**config.mk**
```make
export PLATFORM = sky130hd
export DESIGN_NAME = h14tx_rst_seq
export DESIGN_NICKNAME = d
export VERILOG_FILES = /design/src/rtl/h14tx_rst_seq_pkg.sv /design/src/rtl/h14tx_sync_ff.sv /design/src/rtl/h14tx_rst_seq.sv
export SDC_FILE = /design/constraint.sdc
export NUM_CORES = 1
export LEC_CHECK = 0
export CORE_ASPECT_RATIO = 1.25
export CORE_MARGIN = 5
export CORE_UTILIZATION = 58
export CTS_BUF_LIST = sky130_fd_sc_hd__clkbuf_16
export DETAILED_ROUTE_END_ITERATION = 6
export PLACE_DENSITY = 0.83
export SKIP_LAST_GASP = 1
export SLEW_MARGIN = 25
export SYNTH_ARGS = -nofsm -noshare
export SYNTH_HDL_FRONTEND = slang
export SYNTH_SLANG_ARGS = --single-unit
```
**constraint.sdc**
```tcl
create_clock -name clk -period 4.5 [get_ports clk]
set_input_delay 0.675 -clock clk [delete_from_list [all_inputs] [get_ports clk]]
set_output_delay 0.675 -clock clk [all_outputs]
set_load 0.05 [all_outputs]
```
**src/rtl/h14tx_rst_seq_pkg.sv**
```systemverilog
// Shared types for the TX reset sequencer: FSM state encoding and the
// helper that sizes the shared hold/guard/stagger counter.
package h14tx_rst_pkg;

    typedef enum logic [2:0] {
        Hold      = 3'd0,
        WaitLock  = 3'd1,
        WaitGuard = 3'd2,
        Release   = 3'd3,
        Run       = 3'd4
    } rst_seq_state_t;

    function automatic int cnt_width(input int hold, input int guard, input int stagger);
        int m;
        m = hold;
        if (guard > m) m = guard;
        if (stagger > m) m = stagger;
        return $clog2(m + 1);
    endfunction

endpackage

```
**src/rtl/h14tx_sync_ff.sv**
```systemverilog
// Two-flop synchroniser with asynchronous active-high reset to RST_VAL.
module h14tx_sync_ff #(
    parameter logic RST_VAL = 1'b0
) (
    input  logic clk,
    input  logic rst,
    input  logic d_i,
    output logic q_o
);

    logic meta_q;

    always_ff @(posedge clk or posedge rst) begin
        if (rst) begin
            meta_q <= RST_VAL;
            q_o    <= RST_VAL;
        end else begin
            meta_q <= d_i;
            q_o    <= meta_q;
        end
    end

endmodule

```
**src/rtl/h14tx_rst_seq.sv**
```systemverilog
// Multi-domain reset sequencer: qualifies PLL lock, holds, guards, then releases
// domains in staggered order. Define H14TX_RST_SEQ_LOCK_SYNC_EN to synchronise lock.
module h14tx_rst_seq
    import h14tx_rst_pkg::*;
#(
    parameter int NUM_DOMAINS    = 3,
    parameter int HOLD_CYCLES    = 8,
    parameter int GUARD_CYCLES   = 16,
    parameter int STAGGER_CYCLES = 4,
    parameter int CNT_W          = 8
) (
    input  logic                   clk,
    input  logic                   rst,
    input  logic                   lock,
    input  logic                   ext_rst_n,
    input  logic                   soft_rst,
    input  logic                   clr_status,
    output logic [NUM_DOMAINS-1:0] sync_rst_n,
    output logic                   ready,
    output logic                   lock_lost,
    output logic [CNT_W-1:0]       lock_loss_cnt
);

    localparam int CW = cnt_width(HOLD_CYCLES, GUARD_CYCLES, STAGGER_CYCLES);
    localparam int IW = (NUM_DOMAINS > 1) ? $clog2(NUM_DOMAINS) : 1;
    localparam logic [CW-1:0]    HOLD_LAST  = CW'(HOLD_CYCLES - 1);
    localparam logic [CW-1:0]    GUARD_LAST = CW'(GUARD_CYCLES - 1);
    localparam logic [CW-1:0]    STAG_LAST  = CW'(STAGGER_CYCLES - 1);
    localparam logic [IW-1:0]    IDX_LAST   = IW'(NUM_DOMAINS - 1);
    localparam logic [CNT_W-1:0] LCNT_MAX   = '1;

    if (NUM_DOMAINS < 1 || HOLD_CYCLES < 1 || GUARD_CYCLES < 1 ||
        STAGGER_CYCLES < 1 || CNT_W < 1) begin : g_param_err
        $error("h14tx_rst_seq: NUM_DOMAINS, *_CYCLES and CNT_W must all be >= 1");
    end

    logic lock_q;

`ifdef H14TX_RST_SEQ_LOCK_SYNC_EN
    h14tx_sync_ff #(.RST_VAL(1'b0)) u_lock_sync (
        .clk (clk),
        .rst (rst),
        .d_i (lock),
        .q_o (lock_q)
    );
`else
    assign lock_q = lock;
`endif

    rst_seq_state_t       state_q, state_d;
    logic [CW-1:0]        cnt_q, cnt_d;
    logic [IW-1:0]        idx_q, idx_d;
    logic [NUM_DOMAINS-1:0] mask_q, mask_d;
    logic                 ready_q, ready_d;
    logic                 lost_q, lost_d;
    logic [CNT_W-1:0]     lcnt_q, lcnt_d;
    logic                 req;
    logic                 lock_evt;

    always_ff @(posedge clk or posedge rst) begin
        if (rst) begin
            state_q <= Hold;
            cnt_q   <= '0;
            idx_q   <= '0;
            mask_q  <= '0;
            ready_q <= 1'b0;
            lost_q  <= 1'b0;
            lcnt_q  <= '0;
        end else begin
            state_q <= state_d;
            cnt_q   <= cnt_d;
            idx_q   <= idx_d;
            mask_q  <= mask_d;
            ready_q <= ready_d;
            lost_q  <= lost_d;
            lcnt_q  <= lcnt_d;
        end
    end

    always_comb begin
        state_d  = state_q;
        cnt_d    = cnt_q;
        idx_d    = idx_q;
        mask_d   = mask_q;
        ready_d  = ready_q;
        lost_d   = lost_q;
        lcnt_d   = lcnt_q;
        req      = !ext_rst_n || soft_rst;
        lock_evt = (state_q == Release || state_q == Run) && !lock_q;

        // A lock event on the same cycle as clr_status counts from zero.
        if (clr_status) begin
            lost_d = 1'b0;
            lcnt_d = '0;
        end
        if (lock_evt) begin
            lost_d = 1'b1;
            if (lcnt_d != LCNT_MAX) lcnt_d = lcnt_d + 1'b1;
        end

        unique case (state_q)
            Hold: begin
                if (req) begin
                    cnt_d = '0;
                end else if (cnt_q == HOLD_LAST) begin
                    state_d = WaitLock;
                    cnt_d   = '0;
                end else begin
                    cnt_d = cnt_q + 1'b1;
                end
            end
            WaitLock: begin
                cnt_d = '0;
                if (req) begin
                    state_d = Hold;
                end else if (lock_q) begin
                    state_d = WaitGuard;
                end
            end
            WaitGuard: begin
                if (req) begin
                    state_d = Hold;
                    cnt_d   = '0;
                end else if (!lock_q) begin
                    state_d = WaitLock;
                    cnt_d   = '0;
                end else if (cnt_q == GUARD_LAST) begin
                    state_d = Release;
                    cnt_d   = '0;
                    idx_d   = '0;
                    mask_d  = NUM_DOMAINS'(1);
                end else begin
                    cnt_d = cnt_q + 1'b1;
                end
            end
            Release, Run: begin
                // All domains drop together; release is the only staggered direction.
                if (req || !lock_q) begin
                    state_d = Hold;
                    cnt_d   = '0;
                    idx_d   = '0;
                    mask_d  = '0;
                    ready_d = 1'b0;
                end else if (state_q == Release) begin
                    if (cnt_q == STAG_LAST) begin
                        cnt_d = '0;
                        if (idx_q == IDX_LAST) begin
                            state_d = Run;
                            ready_d = 1'b1;
                        end else begin
                            idx_d  = idx_q + 1'b1;
                            mask_d = (mask_q << 1) | NUM_DOMAINS'(1);
                        end
                    end else begin
                        cnt_d = cnt_q + 1'b1;
                    end
                end
            end
            default: begin
                state_d = Hold;
                cnt_d   = '0;
                idx_d   = '0;
                mask_d  = '0;
                ready_d = 1'b0;
            end
        endcase
    end

    assign sync_rst_n    = mask_q;
    assign ready         = ready_q;
    assign lock_lost     = lost_q;
    assign lock_loss_cnt = lcnt_q;

endmodule
```
Yosys cells after proc, flatten, opt, wreduce, memory -nomap -nowiden. Cells that the tools add are included.

Flip-flop bits (word level): 23. Output and inout bits: 13.

Add/subtract/negate cells: 3. Equal/unequal tests: 20. Mux-type cells: 47. Bitwise gates (word level): 2. Reductions and logical operators: 14.

Operators by type and width (number): $mux W3 (18); $mux W5 (8); $mux W8 (3); $ne A3 B3 Y1 const B (5); $pmux W5 S3 (1); $mux W2 (7); $reduce_and A7 Y1 (2); $pmux W3 S4 (1); $ne A2 B2 Y1 const B (5); $pmux W3 S3 (1); $add A8 B1 Y8 const B (1); $ne A8 B8 Y1 const B (1); $eq A3 B2 Y1 const B (2); $mux W1 (6); $pmux W2 S3 (1); $add A5 B1 Y5 const B (1); $eq A5 B2 Y1 const B (1); $eq A5 B3 Y1 const B (1); $eq A5 B4 Y1 const B (1); $ne A4 B4 Y1 const B (1); $reduce_and A4 Y1 (1); $reduce_or A2 Y1 (2); $eq A3 B1 Y1 const B (1); $eq A3 B3 Y1 const B (1); other kinds (10) (14).

Depth between registers and ports, before layout.
Depth after elaboration: 6. Depth in mapped cells: 8.

Worst setup path before layout. No wires, ideal clock.

Kind: input port to flip-flop. Start point: in clr_status. End point: reg lcnt_q[1] (netlist: lock_loss_cnt[1]). Library setup time: 0.125 ns. Arrival: 1.848 ns. Data required time: 4.375 ns. Path slack: 2.527 ns. Stages on the path: 6. Path buffers: 1. Cell sequence: buf_2 > nor2b_1 > ha_1 > and3_1 > a21oi_1 > mux2_2.

Longest elaborated chain between the ends: 4.

Ends and longest elaborated chain: start: declaration (line h14tx_rst_seq.sv:17) `input logic clr_status,`; $mux W8 * (line h14tx_rst_seq.sv:92) `if (clr_status) begin`; $add A8 B1 Y8 or $ne A8 B8 Y1 (tied branches) (line h14tx_rst_seq.sv:98) `if (lcnt_d != LCNT_MAX) lcnt_d = lcnt_d + 1'b1;`; $mux W8 (line h14tx_rst_seq.sv:98); $mux W8 * (line h14tx_rst_seq.sv:96) `if (lock_evt) begin`; via lcnt_d[1] (line h14tx_rst_seq.sv:56) `logic [CNT_W-1:0] lcnt_q, lcnt_d;`; end signal: assignment (line h14tx_rst_seq.sv:76) `lcnt_q <= lcnt_d;`; end: declaration (line h14tx_rst_seq.sv:56).

The timed path passes the listed nets; every way through them passes the cells marked *. A chain may end at the register's enable or synchronous reset.

Final worst setup path.
Start point: in clr_status. End point: reg lcnt_q[6] (netlist: lock_loss_cnt[6]).

The elaborated chain is that of the path after synthesis.

==> results.toml <==
[worst_setup_path]
worst_setup_path_end_kind = "flop"
crit_type = "input port to flop"
rr_startpoint = "cnt_q[0]"
timing.rr.end = "idx_q[1]"
crit_fanout = 10
slowest_delay_ps = 560
crit_slowest_cell = "clkdlybuf4s50_1"
crit_required_ps = 4630
r2r.worst_path.cells = 7
cp.buffers_inverters = 1
critical-path-top-delay-family = "simple AND/OR/NAND/NOR gates"
ff2ff_setup_slack_ps = 2500
cp-start-kind = "input port"
cp_cell_sequence = "clkdlybuf4s50_1 > nor2b_1 > ha_1 > and3_1 > nand2b_1 > nor4b_1 > nor3_1"
arrival_ps = 2480

[die]
start_util_pct = 60.16
dieArea_sq_mm = 0.003596
ios = 19
die_w_um = 54.65
core_sq_mm = 0.002402
row_count = 20
die_y_um = 65.81

[synthesis]
netlist_top_cells_area = "dfrtp_1, ha_1, nand2b_1"
syn_area_per_cell_sq_um = 9.445
netlist_instances = 153
synth_seq_cells = 23
netlist_area_sq_mm = 0.001445
synth_top_flop_cell = "dfrtp_1"
yosysTopAreaCellShare_pct = 39.83
synth_warnings = 0
syn_nets = 164
async_flop_share_pct = 100.0
synth.largest_area_cell = "dfrtp_1"
ys_seq_area_share_pct = 39.83
synth_edf_count = 0
yosysUniqueCellTypes = 46

[worst_hold_path]
hold_path.class = "flop to flop"
hold_end = "ready"
hp-start = "ready"
whs_path_depth = 1

[global_route]
grt_pass1_vias = 1246
grt_max_degree = 24
grt_antenna_before_repair = 0
overflow = 0
grt_pass1_wl_um = 5637
track_usage_pct = 21.43

[route]
drtAntennaViolNets = 0
routed_wl_um = 3161
routed-via-count = 1220
wl_per_cell_um = 15.57
drt_iter0_drc = 48
viasPerCell = 6.010
drc = 0
firstDrtPassIters = 4

[sta]
final_hold_viol_count = 0
tightest_slew_ps = 859.2
finClkSkew_ps = 4.033
rsz0062_at_grt = "no"
fin_tns_setup_ps = 0
finalSetupViolCount = 0
slew_headroom_pct = 42.65
period_share_pct = 52.28
min_period_ps = 2352
maxSlewViolCount = 0
fmax_ghz = 0.4251
setup_ws_ps = 2148

[job]
max-cap-violations = 0

[placement]
port_buffers = 18
dp_hpwl_um = 2375
dp_slack_ps = 1874
dp_cells = 199
place.gp.congestion = 0.7542

[clock_network]
clkTransAtPathRegs_ps = 60
numCtsBuffers = 3
clock_sinks = 23
cts_root_buffer = "clkbuf_16"
cts_tree = "yes"
cts_max_path_buffers = 2
ctsResizeCount = 0
cts_hold_buffers = 0
cts_setup_buffers = 0
clock_latency_ps = 260
cts_max_level = 1

[power]
power_density_mw_per_mm2 = 352.9
ir_worst_vdd_mv = 0.2605
cellLeakagePower_uw = 0.0006971

[finish]
nFillCells = 189
layout-area-overhead-vs-synth_pct = 18.61
drive_above_1_share_pct = 7.647
diodes = 0
layout.cells.non_filler = 203
nNetsFinal = 182

[run_status]
outcome = "finished clean"
==> cell families (layout without fill, tap and decap cells) <==
family,Yosys count,in the layout,share of synthesized area [%]
adders and majority gates,5,5,4.329
AOI/OAI and AO/OA,36,36,17.40
and+or+nand+nor,64,64,27.36
buffers and inverters,16,33,5.022
xor gates and xnor gates,5,5,3.031
DFF,23,23,39.83
muxes,4,4,3.030
==> routing by layer <==
layer  vias up  track usage [%]  part of all wire [%]
li1        586                -                     -
met1       587            27.15                    40
met2        42            35.50                    53
met3         5            3.837                   5.2
met4         0            7.477                   1.4
met5         -                0                     0
==> worst max-delay path by stage <==
stage | endpoint | from | slack (ps) | cells after the start
6_report | lock_loss_cnt[6] | clr_status | 2150 | 7
5_1_grt | lock_loss_cnt[6] | clr_status | 1960 | 7
4_1_cts | lock_loss_cnt[6] | clr_status | 2140 | 7
3_5_place_dp | lock_loss_cnt[6] | clr_status | 1870 | 7
3_3_place_gp | lock_loss_cnt[1] | clr_status | 1980 | 6
2_1_floorplan | lock_loss_cnt[1] | clr_status | 2530 | 6
==> layout by cell type (no fill, tap or decap), types with 4 or more instances in the layout <==
| master | count |
|---|---|
| nand3_1 | 7 |
| o21ai_0 | 10 |
| nand2_1 | 12 |
| nor2_1 | 7 |
| dfrtp_1 | 23 |
| a21oi_1 | 4 |
| clkdlybuf4s50_1 | 18 |
| inv_1 | 12 |
| nand2b_1 | 8 |
| ha_1 | 5 |
| nor3_1 | 5 |
| nor2b_1 | 4 |
==> per-stage QoR <==
stage | util (%) | power, uW | area, sq um | hold slack (ps)
detailed placement | 68.07 | 416.6 | 1635 | 486.2
global placement | 68.07 | 409.0 | 1635 | 471.0
global route | 71.35 | 636.6 | 1714 | 546.8
CTS | 71.35 | 605.3 | 1714 | 504.4
floorplan | - | 372.4 | 1445 | 474.7
finish | 71.35 | 605.0 | 1714 | 501.7
==> cells in the mapped netlist, types with 2 or more instances <==
cell / number
inv_1: 11
dfrtp_1: 23
o211ai_1: 3
a31oi_1: 3
nand2b_1: 8
and3b_1: 2
o21a_1: 2
buf_2: 4
nor3_1: 5
nand3b_1: 3
and3_1: 2
nand3_1: 7
xor2_1: 2
ha_1: 5
mux2_2: 3
nor4b_1: 2
o21ai_1: 3
nor2_1: 7
a21oi_1: 4
nand2_1: 12
o21ai_0: 10
nor4_1: 3
nor2b_1: 4
xnor2_1: 3
==> registers in the layout, summed over array words and instances, names as in the netlist <==
name / flops
lock_loss_cnt: 8
sync_rst_n: 3
cnt_q: 5
state_q: 3
lock_lost: 1
ready: 1
idx_q: 2
==> layout make-up <==
type | instances | area, sq um | area share, %
clock buffer | 3 | 75.07 | 4.380
clock inverter | 1 | 3.754 | 0.2190
inverter | 11 | 41.29 | 2.409
multi-input combinational | 114 | 797.0 | 46.50
sequential | 23 | 575.6 | 33.58
tap | 33 | 41.29 | 2.409
timing repair buffer | 18 | 180.2 | 10.51
==> where the power goes <==
group	switching, uW	total (uW)	internal (uW)
Clock	72.6	191	119
Sequential	30.2	262	231
Combinational	96.0	152	56.2
Power figures use the tool's default switching activity.
